### src/rtl/key_pkg.sv
// Shared types and default timing for the two-channel key debouncer.
package key_pkg;

  typedef enum logic [1:0] {
    IDLE      = 2'd0,
    PRESS_CHK = 2'd1,
    HELD      = 2'd2,
    REL_CHK   = 2'd3
  } key_state_e;

  localparam int unsigned DEB_CYCLES_DEF    = 1000000;
  localparam int unsigned CNT_W_DEF         = 20;
  localparam int unsigned REPEAT_DELAY_DEF  = 50000000;
  localparam int unsigned REPEAT_PERIOD_DEF = 20000000;

endpackage

### src/rtl/key_debounce_ch.sv
// One key channel: 2-flop synchronizer, debounce FSM, press pulse and level.
// Auto-repeat in HELD is built only when KEY_REPEAT_EN is defined.
//
// state     | meaning
// IDLE      | key released and accepted as released
// PRESS_CHK | counting consecutive high samples
// HELD      | key accepted as pressed
// REL_CHK   | counting consecutive low samples
module key_debounce_ch
  import key_pkg::*;
#(
  parameter int unsigned DEB_CYCLES    = DEB_CYCLES_DEF,
  parameter int unsigned CNT_W         = CNT_W_DEF
`ifdef KEY_REPEAT_EN
  ,
  parameter int unsigned REPEAT_DELAY  = REPEAT_DELAY_DEF,
  parameter int unsigned REPEAT_PERIOD = REPEAT_PERIOD_DEF
`endif
) (
  input  logic clk,
  input  logic rst_n,
  input  logic key_raw,
  output logic pulse,
  output logic level
);

  localparam logic [CNT_W-1:0] DEB_CMP = CNT_W'(DEB_CYCLES);
  localparam logic [CNT_W-1:0] CNT_ONE = CNT_W'(1);
  localparam logic [CNT_W-1:0] CNT_MAX = '1;

  logic [1:0]       sync_q, sync_d;
  key_state_e       state_q, state_d;
  logic [CNT_W-1:0] cnt_q, cnt_d, cnt_inc;
  logic             pulse_q, pulse_d;
  logic             level_q, level_d;
  logic             key_s;

  assign key_s   = sync_q[1];
  assign sync_d  = {sync_q[0], key_raw};
  assign cnt_inc = (cnt_q == CNT_MAX) ? cnt_q : cnt_q + CNT_ONE;

`ifdef KEY_REPEAT_EN
  localparam int unsigned RPT_MAX = (REPEAT_DELAY > REPEAT_PERIOD) ? REPEAT_DELAY : REPEAT_PERIOD;
  localparam int          RPT_W   = $clog2(RPT_MAX + 1);
  localparam logic [RPT_W-1:0] RPT_FIRST = RPT_W'(REPEAT_DELAY);
  localparam logic [RPT_W-1:0] RPT_NEXT  = RPT_W'(REPEAT_PERIOD);

  logic [RPT_W-1:0] rpt_q, rpt_d, rpt_inc;
  logic             rpt_first_q, rpt_first_d;
`endif

  always_comb begin
    state_d = state_q;
    cnt_d   = cnt_q;
    pulse_d = 1'b0;
    level_d = level_q;
`ifdef KEY_REPEAT_EN
    rpt_d       = '0;
    rpt_first_d = 1'b0;
    rpt_inc     = rpt_q + RPT_W'(1);
`endif
    case (state_q)
      IDLE: begin
        if (key_s) begin
          if (DEB_CMP == CNT_ONE) begin
            state_d = HELD;
            pulse_d = 1'b1;
            level_d = 1'b1;
            cnt_d   = '0;
          end else begin
            state_d = PRESS_CHK;
            cnt_d   = CNT_ONE;
          end
        end
      end
      PRESS_CHK: begin
        if (!key_s) begin
          state_d = IDLE;
          cnt_d   = '0;
        end else if (cnt_inc == DEB_CMP) begin
          state_d = HELD;
          pulse_d = 1'b1;
          level_d = 1'b1;
          cnt_d   = '0;
        end else begin
          cnt_d = cnt_inc;
        end
      end
      HELD: begin
        if (!key_s) begin
          if (DEB_CMP == CNT_ONE) begin
            state_d = IDLE;
            level_d = 1'b0;
            cnt_d   = '0;
          end else begin
            state_d = REL_CHK;
            cnt_d   = CNT_ONE;
          end
        end
`ifdef KEY_REPEAT_EN
        // Repeat counter only survives while staying in HELD, so every entry starts at zero.
        else if (rpt_inc == (rpt_first_q ? RPT_NEXT : RPT_FIRST)) begin
          pulse_d     = 1'b1;
          rpt_d       = '0;
          rpt_first_d = 1'b1;
        end else begin
          rpt_d       = rpt_inc;
          rpt_first_d = rpt_first_q;
        end
`endif
      end
      REL_CHK: begin
        if (key_s) begin
          state_d = HELD;
          cnt_d   = '0;
        end else if (cnt_inc == DEB_CMP) begin
          state_d = IDLE;
          level_d = 1'b0;
          cnt_d   = '0;
        end else begin
          cnt_d = cnt_inc;
        end
      end
      default: begin
        state_d = IDLE;
        cnt_d   = '0;
        level_d = 1'b0;
      end
    endcase
  end

  always_ff @(posedge clk or negedge rst_n) begin
    if (!rst_n) begin
      sync_q  <= '0;
      state_q <= IDLE;
      cnt_q   <= '0;
      pulse_q <= 1'b0;
      level_q <= 1'b0;
    end else begin
      sync_q  <= sync_d;
      state_q <= state_d;
      cnt_q   <= cnt_d;
      pulse_q <= pulse_d;
      level_q <= level_d;
    end
  end

`ifdef KEY_REPEAT_EN
  always_ff @(posedge clk or negedge rst_n) begin
    if (!rst_n) begin
      rpt_q       <= '0;
      rpt_first_q <= 1'b0;
    end else begin
      rpt_q       <= rpt_d;
      rpt_first_q <= rpt_first_d;
    end
  end
`endif

  assign pulse = pulse_q;
  assign level = level_q;

endmodule

### src/rtl/key_debounce.sv
// Two-channel key debouncer top: press pulses and debounced levels.
// Optional auto-repeat while held is enabled by defining KEY_REPEAT_EN.
module key_debounce
  import key_pkg::*;
#(
  parameter int unsigned DEB_CYCLES    = DEB_CYCLES_DEF,
  parameter int unsigned CNT_W         = CNT_W_DEF,
  parameter int unsigned REPEAT_DELAY  = REPEAT_DELAY_DEF,
  parameter int unsigned REPEAT_PERIOD = REPEAT_PERIOD_DEF
) (
  input  logic       clk,
  input  logic       rst_n,
  input  logic       key_in1,
  input  logic       key_in0,
  output logic       EN_out1,
  output logic       EN_out0,
  output logic [1:0] key_state
);

  logic level1, level0;

  // The debounce threshold must be representable in the counter; repeat timing must be non-zero.
  if (DEB_CYCLES == 0 || DEB_CYCLES >= (1 << CNT_W) || REPEAT_DELAY == 0 || REPEAT_PERIOD == 0) begin : g_cfg_err
    $error("key_debounce: invalid timing parameters");
  end

  key_debounce_ch #(
    .DEB_CYCLES   (DEB_CYCLES),
    .CNT_W        (CNT_W)
`ifdef KEY_REPEAT_EN
    ,
    .REPEAT_DELAY (REPEAT_DELAY),
    .REPEAT_PERIOD(REPEAT_PERIOD)
`endif
  ) u_ch1 (
    .clk    (clk),
    .rst_n  (rst_n),
    .key_raw(key_in1),
    .pulse  (EN_out1),
    .level  (level1)
  );

  key_debounce_ch #(
    .DEB_CYCLES   (DEB_CYCLES),
    .CNT_W        (CNT_W)
`ifdef KEY_REPEAT_EN
    ,
    .REPEAT_DELAY (REPEAT_DELAY),
    .REPEAT_PERIOD(REPEAT_PERIOD)
`endif
  ) u_ch0 (
    .clk    (clk),
    .rst_n  (rst_n),
    .key_raw(key_in0),
    .pulse  (EN_out0),
    .level  (level0)
  );

  assign key_state = {level1, level0};

endmodule

### config.mk
export PLATFORM = sky130hd
export DESIGN_NAME = key_debounce
export DESIGN_NICKNAME = d
export VERILOG_FILES = /design/src/rtl/key_pkg.sv /design/src/rtl/key_debounce_ch.sv /design/src/rtl/key_debounce.sv
export SDC_FILE = /design/constraint.sdc
export NUM_CORES = 1
export LEC_CHECK = 0
export CORE_MARGIN = 1.5
export CORE_UTILIZATION = 60
export CTS_CLUSTER_SIZE = 25
export DETAILED_ROUTE_END_ITERATION = 10
export GPL_TIMING_DRIVEN = 0
export HOLD_SLACK_MARGIN = 0.06
export PLACE_DENSITY = 0.77
export SYNTH_ARGS = -nofsm -noshare
export SYNTH_HDL_FRONTEND = slang
export SYNTH_SLANG_ARGS = --single-unit
### constraint.sdc
create_clock -name clk -period 6.6 [get_ports clk]
set_input_delay 1.32 -clock clk [delete_from_list [all_inputs] [get_ports clk]]
set_output_delay 1.32 -clock clk [all_outputs]
set_load 0.05 [all_outputs]
==> impl_results.md <==
* Crit-path slowest cell: a2111oi_2
* Max VDD drop at ~0.14 mV
* Family with the most delay on the worst path: simple AND/OR/NAND/NOR gates
* Postcts setup bufs at 0
* Type of the worst min-delay path: reg -> reg
* Final setup viols at 0
* Worst R2R Start: u_ch1.cnt_q[0]
* CTS resizes at 0
* Async SR Flop Fraction at 1.00
* CTS tree: built
* Pleak at roughly 1.7 nW
* Clock sinks at between 50 and 60
* Critical path buffer and inverter count at 3
* Cts hold-fix bufs at 0
* Vias at ~3600
* Reg clk slew, reported paths at 0.10 ns
* Die Ht at between 80 and 90 um
* DP Worst Slack at ~3.1 ns
* Register area share after synthesis at 0.356
* Dominant synthesized flop cell: dfrtp_1
* Largest net degree at the start of global routing at 28
* Cells after Synth at about 460
* Worst endpoint required time at 6.79 ns
* Outcome: finished clean
* Avg WL per Cell at roughly 18 um
* Root Driver: clkbuf_8
* Fraction of layout instances using a drive strength above 1 at 0.0849
* Final GP Congestion at around 0.95
* Total Wirelength at 9650 um
* Fillers at 524
* Setup slack after layout at 2.98 ns
* Area growth syn-to-layout at 7.84%
* DR pass1 iterations at 5
* Std cell rows at 28
* CP Capture Type: flip-flop
* Max-capacitance violation count at 0
* Antenna violations before repair at 0
* Power Density at between 150 and 200 nW/um^2
* CTS max path bufs at 2
* ANT nets after route at 0
* FMAX at approximately 280 MHz
* Antenna Cells at 0
* Number of remaining DRC errors at 0
* Worst-path cell chain: ha_1, clkbuf_1, inv_1, nor4_4, and4_1, o221ai_1, a2111oi_2, nor2_1, buf_2, o21ai_0, nand3_1
* Global-route wire length before repair at between 15000 and 20000 um
* RSZ-0062 raised after global routing: false
* Later-pin clock latency in the skew report at roughly 0.31 ns
* Vias per inst at 6.66
* Max-slew violations at 0
* RR Endpoint: u_ch1.cnt_q[17]
* Post-synth cell types at 69
* Setup_tns at 0 ns
* Highest-count cells in the layout ignoring fill and taps: nand2_1, dfrtp_1, nor2_1, nand3_1, o21ai_0
* Total Nets Final at between 400 and 500
* Period minus WS final at 3.62 ns
* Number of I/O pins at 8
* Gr ovfl total at 0
* Reg2Reg Setup Slack at just under 3 ns
* Register bit total from synthesis at between 50 and 60
* Hold-critical path depth at 0
* Number of global-route vias before repair at 3079
* Hpwl dp at 6960 um
* CTS H-tree depth at 2
* Initial DRC Count at a little over 500
* GRT Util Overall at 0.311
* Cell count of the worst reg-to-reg path at 11
* CP peak stage delay at between 0.6 and 0.7 ns
* Clock skew at just under 0.01 ns
* Mapped Nets at 461
* Power, Total at 612 uW
* Num CTS Buffers at 5
* Yosys warning count at 0
* Worst Tran Pin Value at 0.817 ns
* Starting Density at 0.621
* Final cell count without fillers at about 550
* Port Buffer Count at 7
* Mapped cell area at 3650 um^2
* Die area at ~6600 um^2
* Max_slew headroom at 0.450
* Placed cells at between 500 and 600
* Crit Path Class: reg -> reg
* Crit path launch type: flip-flop
* Number of enable flip-flop cells after synthesis at 0
* Hold Path End: u_ch0.sync_q[1]
* Final Cycle Share at 0.548
* Critical Path Fanout Max at 10
* Synthesized area per cell at about 8 um^2
* Die width at between 80 and 90 um
* Commonest non-fill, non-tap cell in the layout: nand2_1
* HP Start: u_ch0.sync_q[0]
* Worst path arrival time at between 3 and 4 ns
* Total core area at slightly below 6000 um^2
* Final Hold Vio Count at 0
-- per-stage QoR --
step | utilization | hold WS [ns] | area (um^2)
global route | 0.670 | 0.380 | 3940
finish | 0.670 | 0.363 | 3940
floorplan | - | 0.331 | 3650
CTS | 0.670 | 0.366 | 3940
detailed placement | 0.651 | 0.338 | 3830
global placement | 0.649 | 0.339 | 3820
-- cell families after synthesis --
kind of cell,count (synthesis),synth area share
buf+inv,43,0.0524
mux,6,0.0168
fa+ha+maj,2,0.00685
simple gates,234,0.344
flops,52,0.356
xor+xnor,4,0.00958
compound gates,114,0.214
-- metal layers --
layer / vias up / track usage / share of wire
met2: 158 / 0.438 / 0.42
met5: - / 0 / 0
li1: 1725 / - / -
met4: 0 / 0.0741 / 0.016
met1: 1735 / 0.487 / 0.48
met3: 17 / 0.0539 / 0.083
-- sequential cells by signal (all words and copies together) (netlist names), named ones only --
register,cells
u_ch0.level,1
u_ch1.sync_q,2
u_ch0.sync_q,2
u_ch1.level,1
u_ch0.cnt_q,20
u_ch0.pulse,1
u_ch1.cnt_q,20
u_ch0.state_q,1
u_ch1.pulse,1
u_ch1.state_q,1
-- synth_stat cells, drive strengths merged, types with 3 or more instances --
library cell | instances | area share
xor2 | 4 | 0.0096
nand4 | 19 | 0.040
a22o | 4 | 0.0096
nor2b | 4 | 0.0068
and4 | 6 | 0.014
nand2 | 64 | 0.066
or3 | 6 | 0.010
o21a | 3 | 0.0082
mux2i | 5 | 0.014
o21ai | 28 | 0.038
a2111oi | 3 | 0.014
and2 | 7 | 0.012
a211o | 3 | 0.0072
and3 | 14 | 0.024
and4b | 3 | 0.0082
nand3 | 33 | 0.048
clkbuf | 20 | 0.022
o2111ai | 4 | 0.0096
o41ai | 3 | 0.0072
nor3 | 15 | 0.025
nand2b | 3 | 0.0051
dfrtp | 52 | 0.36
nor4 | 11 | 0.025
a21oi | 27 | 0.037
nor2 | 41 | 0.042
a31oi | 10 | 0.017
o22ai | 3 | 0.0051
buf | 12 | 0.020
inv | 11 | 0.011
o31ai | 5 | 0.010
-- worst max path at each step --
stage	startpoint	to	slack (ns)	cells past startpoint
finish	u_ch1.cnt_q[0]	u_ch1.cnt_q[17]	2.98	11
global route	u_ch1.cnt_q[0]	u_ch1.cnt_q[17]	2.67	11
CTS	u_ch1.cnt_q[0]	u_ch1.cnt_q[17]	3.02	11
detailed placement	u_ch1.cnt_q[0]	u_ch1.cnt_q[17]	3.06	11
global placement	rst_n	u_ch0.sync_q[1]	2.73	1
floorplan	u_ch1.cnt_q[0]	u_ch1.cnt_q[14]	3.72	11
-- layout make-up --
| type | instances | area (um^2) | area share |
|---|---|---|---|
| Inverter | 11 | 41.3 | 0.0105 |
| Multi-Input combinational cell | 360 | 2160 | 0.549 |
| Buffer | 32 | 150 | 0.0381 |
| Tap cell | 75 | 93.8 | 0.0238 |
| Clock buffer | 6 | 72.6 | 0.0184 |
| Timing Repair Buffer | 8 | 85.1 | 0.0216 |
| Clock inverter | 2 | 35.0 | 0.00889 |
| Sequential cell | 52 | 1300 | 0.330 |
-- worst register-to-register path, stage by stage (launching register included) --
cell and delay [ns]:
dfrtp_1 0.53, ha_1 0.20, clkbuf_1 0.30, inv_1 0.18, nor4_4 0.45, and4_1 0.29
o221ai_1 0.16, a2111oi_2 0.61, nor2_1 0.29, buf_2 0.28, o21ai_0 0.11, nand3_1 0.10
-- power by group --
part / total, mW / leakage (nW) / internal, mW / switching [mW]
Combinational: 0.0581 / 0.897 / 0.0178 / 0.0403
Clock: 0.223 / 0.0552 / 0.113 / 0.110
Sequential: 0.331 / 0.707 / 0.324 / 0.00747
No activity file was read; power rests on OpenSTA's default activity.
